## src/rtl/mem_arbiter.sv

```systemverilog
// mem_arbiter: two-port req/gnt arbiter and sequencer for a synchronous-read byte memory.
// Define MEM_ARB_RR_EN for round-robin selection; otherwise port 0 has fixed priority.
module mem_arbiter #(
    parameter int unsigned DEPTH = 1025
) (
    input  logic        clk,
    input  logic        rst,
    input  logic        p0_req,
    input  logic        p0_we,
    input  logic [15:0] p0_addr,
    input  logic [7:0]  p0_wdata,
    input  logic        p1_req,
    input  logic        p1_we,
    input  logic [15:0] p1_addr,
    input  logic [7:0]  p1_wdata,
    output logic        p0_gnt,
    output logic        p1_gnt,
    output logic        p0_rvalid,
    output logic        p1_rvalid,
    output logic [7:0]  p0_rdata,
    output logic [7:0]  p1_rdata,
    output logic        p0_err,
    output logic        p1_err,
    output logic        mem_ce,
    output logic        mem_wre,
    output logic [15:0] mem_addr,
    output logic [7:0]  mem_wdata,
    input  logic [7:0]  mem_rdata,
    output logic [2:0]  dbg_state
);
    typedef enum logic [2:0] {
        S_IDLE    = 3'd0,
        S_WR      = 3'd1,
        S_RD_ADDR = 3'd2,
        S_RD_DATA = 3'd3,
        S_ERR     = 3'd4
    } state_t;

    state_t          state_q, state_d;
    logic            owner_q, owner_d;
    logic            we_q, we_d;
    logic [15:0]     addr_q, addr_d;
    logic [7:0]      wdata_q, wdata_d;
    logic [1:0][7:0] rdata_q, rdata_d;
    logic [1:0]      rvalid_q, rvalid_d;
    logic [1:0]      err_q, err_d;
    logic            idle, sel1, any_gnt;
    logic            sel_we;
    logic [15:0]     sel_addr;
    logic [7:0]      sel_wdata;
`ifdef MEM_ARB_RR_EN
    logic            last_q, last_d;
`endif

    // Handshake: a requester holds req high with stable fields; the transaction is
    // accepted at the rising edge where its gnt is high (only ever in IDLE).
    assign idle = (state_q == S_IDLE);
`ifdef MEM_ARB_RR_EN
    assign sel1 = p1_req & (~p0_req | ~last_q);
`else
    assign sel1 = p1_req & ~p0_req;
`endif
    assign p0_gnt    = idle & p0_req & ~sel1;
    assign p1_gnt    = idle & sel1;
    assign any_gnt   = p0_gnt | p1_gnt;
    assign sel_we    = sel1 ? p1_we    : p0_we;
    assign sel_addr  = sel1 ? p1_addr  : p0_addr;
    assign sel_wdata = sel1 ? p1_wdata : p0_wdata;

    always_comb begin
        state_d  = state_q;
        owner_d  = owner_q;
        we_d     = we_q;
        addr_d   = addr_q;
        wdata_d  = wdata_q;
        rdata_d  = rdata_q;
        rvalid_d = 2'b00;
        err_d    = 2'b00;
`ifdef MEM_ARB_RR_EN
        last_d   = last_q;
`endif
        case (state_q)
            S_IDLE: begin
                if (any_gnt) begin
                    owner_d = p1_gnt;
                    we_d    = sel_we;
                    addr_d  = sel_addr;
                    wdata_d = sel_wdata;
`ifdef MEM_ARB_RR_EN
                    last_d  = p1_gnt;
`endif
                    if ({16'd0, sel_addr} >= DEPTH) state_d = S_ERR;
                    else if (sel_we)                state_d = S_WR;
                    else                            state_d = S_RD_ADDR;
                end
            end
            S_WR:      state_d = S_IDLE;
            S_RD_ADDR: state_d = S_RD_DATA;
            S_RD_DATA: begin
                rdata_d[owner_q]  = mem_rdata;
                rvalid_d[owner_q] = 1'b1;
                state_d           = S_IDLE;
            end
            S_ERR: begin
                // Out-of-range writes are dropped; reads still complete with zero data.
                err_d[owner_q] = 1'b1;
                if (!we_q) begin
                    rvalid_d[owner_q] = 1'b1;
                    rdata_d[owner_q]  = 8'h00;
                end
                state_d = S_IDLE;
            end
            default:   state_d = S_IDLE;
        endcase
    end

    always_ff @(posedge clk or negedge rst) begin
        if (!rst) begin
            state_q  <= S_IDLE;
            owner_q  <= 1'b0;
            we_q     <= 1'b0;
            addr_q   <= 16'h0000;
            wdata_q  <= 8'h00;
            rdata_q  <= '0;
            rvalid_q <= 2'b00;
            err_q    <= 2'b00;
`ifdef MEM_ARB_RR_EN
            last_q   <= 1'b1;
`endif
        end else begin
            state_q  <= state_d;
            owner_q  <= owner_d;
            we_q     <= we_d;
            addr_q   <= addr_d;
            wdata_q  <= wdata_d;
            rdata_q  <= rdata_d;
            rvalid_q <= rvalid_d;
            err_q    <= err_d;
`ifdef MEM_ARB_RR_EN
            last_q   <= last_d;
`endif
        end
    end

    assign mem_ce    = (state_q == S_WR) | (state_q == S_RD_ADDR) | (state_q == S_RD_DATA);
    assign mem_wre   = (state_q == S_WR);
    assign mem_addr  = addr_q;
    assign mem_wdata = wdata_q;
    assign p0_rvalid = rvalid_q[0];
    assign p1_rvalid = rvalid_q[1];
    assign p0_rdata  = rdata_q[0];
    assign p1_rdata  = rdata_q[1];
    assign p0_err    = err_q[0];
    assign p1_err    = err_q[1];
    assign dbg_state = state_q;

endmodule

```

## config.mk

```make
export PLATFORM = sky130hd
export DESIGN_NAME = mem_arbiter
export DESIGN_NICKNAME = d
export VERILOG_FILES = /design/src/rtl/mem_arbiter.sv
export SDC_FILE = /design/constraint.sdc
export NUM_CORES = 1
export LEC_CHECK = 0
export BUFFER_PORTS_ARGS = -buffer_cell sky130_fd_sc_hd__buf_2
export CORE_AREA = 2 2 71 73
export CTS_BUF_LIST = sky130_fd_sc_hd__clkbuf_8
export CTS_CLUSTER_SIZE = 10
export DETAILED_ROUTE_END_ITERATION = 16
export DIE_AREA = 0 0 73 75
export PLACE_DENSITY = 0.83
export REMOVE_ABC_BUFFERS = 1
export SYNTH_ARGS = -nofsm -noshare
export SYNTH_HDL_FRONTEND = slang
export SYNTH_SLANG_ARGS = --single-unit
```

## constraint.sdc

```tcl
create_clock -name clk -period 2.2 [get_ports clk]
set_input_delay 0.11 -clock clk [delete_from_list [all_inputs] [get_ports clk]]
set_output_delay 0.11 -clock clk [all_outputs]
set_load 0.1 [all_outputs]
```

==> summary.txt <==
Mapped Area - 2130 µm²
Max FO, Critical Path - 8
Slew headroom - 30.6%
Vias in the first global route - 1861
Vias - 1869
Clock sinks - 49
Core area - 4660 µm²
Min Tclk post-route - 1.91 ns
HPWL Detailed - 3820 µm
Routed len/inst - 13.8 µm
Setup Skew - 0.0104 ns
Number of nets in the layout - 366
P_leak - 1.62 nW
Antenna diodes - 0
Die width - 73 µm
H-tree depth - 2
Syn_area_per_cell - 11.1 µm²
Pint - 0.00147 W
Sequential group share of total power - 36.3%
Vias per cell - 5.21
CTS Root Buffer Type - clkbuf_8
Peak VDD IR - 0.741 mV
Final setup violation count - 0
Initial antenna violation count - 0
Post-synthesis instance total - 191
Global-route usage over all layers - 19.2%
Filler instances - 392
First-pass GRT wire length - 8200 µm
Clk_lat worst skew - 0.30 ns
CTS tree - done
Hold slack - 0.0405 ns
Mux share of post-synthesis cell area - 11.8%
Largest net degree at the start of global routing - 53
Finished Layout Cells - 359
Final Hold Fails - 0
Yosys cell types - 30
Adder-cell share of the synthesized area - 0%
Final Cycle Share - 86.9%
Grt total ovfl - 0
Synth Register Bits - 49
Post-synthesis async set-or-reset flop share - 100%
Max-slew violations - 0
Register area share after synthesis - 57.7%
Post-synth EDFFs - 0
Multi-input gate area - 848 µm²
Starting Density - 45.6%
DRC - 0
Number of port buffers - 112
Reg area - 1230 µm²
Cell area power density - 1070 nW/µm²
Largest family of logic cells by synthesized area - compound AO/OA/AOI/OAI gates
TritonCTS Buffers - 5
Crit path kind - flip-flop to primary output
Type of origin of the critical path - flip-flop
Final Routed Wirelength - 4960 µm
Rows - 25
Sw Share - 51.5%
Comb power frac - 45.7%
DRT antenna net count - 0
Psw - 0.00156 W
RSZ-0062 raised after global routing - false
Die area - 5480 µm²
Io pins - 113
Chip Height - 75 µm
DR pass1 iterations - 4
Post-Synth Simple-Gate Area - 12.1%
Worst EP arrival - 1.80 ns
Max-cap viol count - 0
CP Data Required Time - 2.09 ns
Reg clk slew, reported paths - 0.10 ns
Clock share of power - 17.9%
1st-iter DRT viols - 41
GP Congestion - 0.787
Worst Tran Pin Value - 1.04 ns
CTS max path bufs - 2
Synth warn - 0
Ratio of cells with drive above 1 in the final layout - 41.6%
Compound-Gate Fraction of Synth Area - 15.4%
Synth Flop Type - dfrtp_1
Area grow syn2layout - 33.8%
Placed Cells - 350
Worst setup EP type - primary output
Run status - finished clean
XOR/XNOR Fraction of Synth Area - 0%
Worst min-delay path class - primary input to flip-flop
Fmax - 523 MHz
## layer usage
metal  track usage, %  share of wire (%)  wire, µm  vias up
li1                 -                  -         -      908
met1             23.2                 43      2110      861
met2             32.2                 47      2340       92
met3             5.89                8.9       440        8
met4             7.41                1.4        68        0
met5                0                  0         0        -
## worst max-delay path: stages, from the launching register on
cell and delay (ns):
dfrtp_1 0.46, nor3_1 0.39, and2_1 0.22, buf_2 0.43
## stage by stage
stage / worst slack, ns / cell area, µm² / TNS, ns / util (%) / total power [W]
after global routing: 0.173 / 2850 / 0 / 61.0 / 0.00318
after floorplan: -2.22 / 2080 / -19.11 / - / 0.00223
after global placement: 0.497 / 2740 / 0 / 58.8 / 0.00250
after CTS: 0.273 / 2850 / 0 / 61.0 / 0.00307
final: 0.287 / 2850 / 0 / 61.0 / 0.00304
after detailed placement: 0.434 / 2740 / 0 / 58.8 / 0.00252
## worst paths after layout
check	startpoint	end	slack, ns	depth (start not counted)
worst max register to register	dbg_state[0]	p1_rdata[2]	0.42	4
worst min register to register	mem_addr[0]	mem_addr[0]	0.49	2
min in group asynchronous	rst	p1_rdata[6]	0.43	3
max in group asynchronous	rst	we_q	1.36	3
worst min-delay path	mem_rdata[6]	p1_rdata[6]	0.04	2
worst max-delay path	dbg_state[2]	p0_gnt	0.29	3
## cell usage after synthesis, types with 2 or more instances
cell type | number | share of area (%)
dfrtp_1 | 49 | 58
mux2i_1 | 25 | 12
nand2_1 | 25 | 4.4
o21ai_0 | 24 | 5.7
a22o_1 | 16 | 6.6
nor2_1 | 9 | 1.6
clkbuf_1 | 5 | 0.88
buf_2 | 4 | 0.94
inv_1 | 4 | 0.71
nor4_1 | 4 | 1.2
nor3_1 | 3 | 0.71
a21oi_1 | 2 | 0.47
a31o_2 | 2 | 0.82
nand2b_1 | 2 | 0.59
nor3b_1 | 2 | 0.71
## power by group through the flow
stage                     clock, W  combinational (W)  sequential, W
final                     0.000545            0.00139        0.00110
after global routing      0.000601            0.00146        0.00112
after CTS                 0.000569            0.00140        0.00110
after detailed placement         0            0.00140        0.00112
after global placement           0            0.00138        0.00112
after floorplan                  0           0.000213        0.00202
## registers in the layout, summed over array words and instances, names as in the netlist
register / flops
owner_q: 1
mem_addr: 16
we_q: 1
err_q: 2
rvalid_q: 2
p0_rdata: 8
mem_wdata: 8
p1_rdata: 8
dbg_state: 3
## cell type report
class	instances	share of cell area, %
flip-flops and latches	49	43.1
multi-input cells	128	29.8
repair buffers	116	20.8
clock buffers	5	2.42
well taps	54	2.37
clock inverters	3	0.923
inverters	4	0.528
## logic make-up (layout without fill, tap and decap cells)
| logic type | after synthesis | after routing |
|---|---|---|
| flip-flops | 49 | 49 |
| multiplexers | 25 | 25 |
| AO/OA/AOI/OAI | 49 | 49 |
| AND/OR/NAND/NOR | 54 | 54 |
| buffers and inverters | 14 | 128 |
## repair_timing
| action | in CTS | in global routing |
|---|---|---|
| gates resized for setup | 0 | 0 |
| endpoints found under the hold margin | 49 | 0 |
| hold buffers | 1 | 0 |
| buffers inserted | 0 | 0 |
## cell usage in the layout (no fill, tap or decap), types with 2 or more instances in the layout
cell,count
a31o_2,2
buf_2,112
inv_1,4
o21ai_0,24
mux2i_1,25
nor3b_1,2
clkbuf_8,5
nand2_1,25
a22o_1,16
nor4_1,4
nor2_1,9
nor3_1,3
dfrtp_1,49
clkinvlp_4,2
buf_4,3
a21oi_1,2
Note: power is estimated with default switching activity, not from simulation.
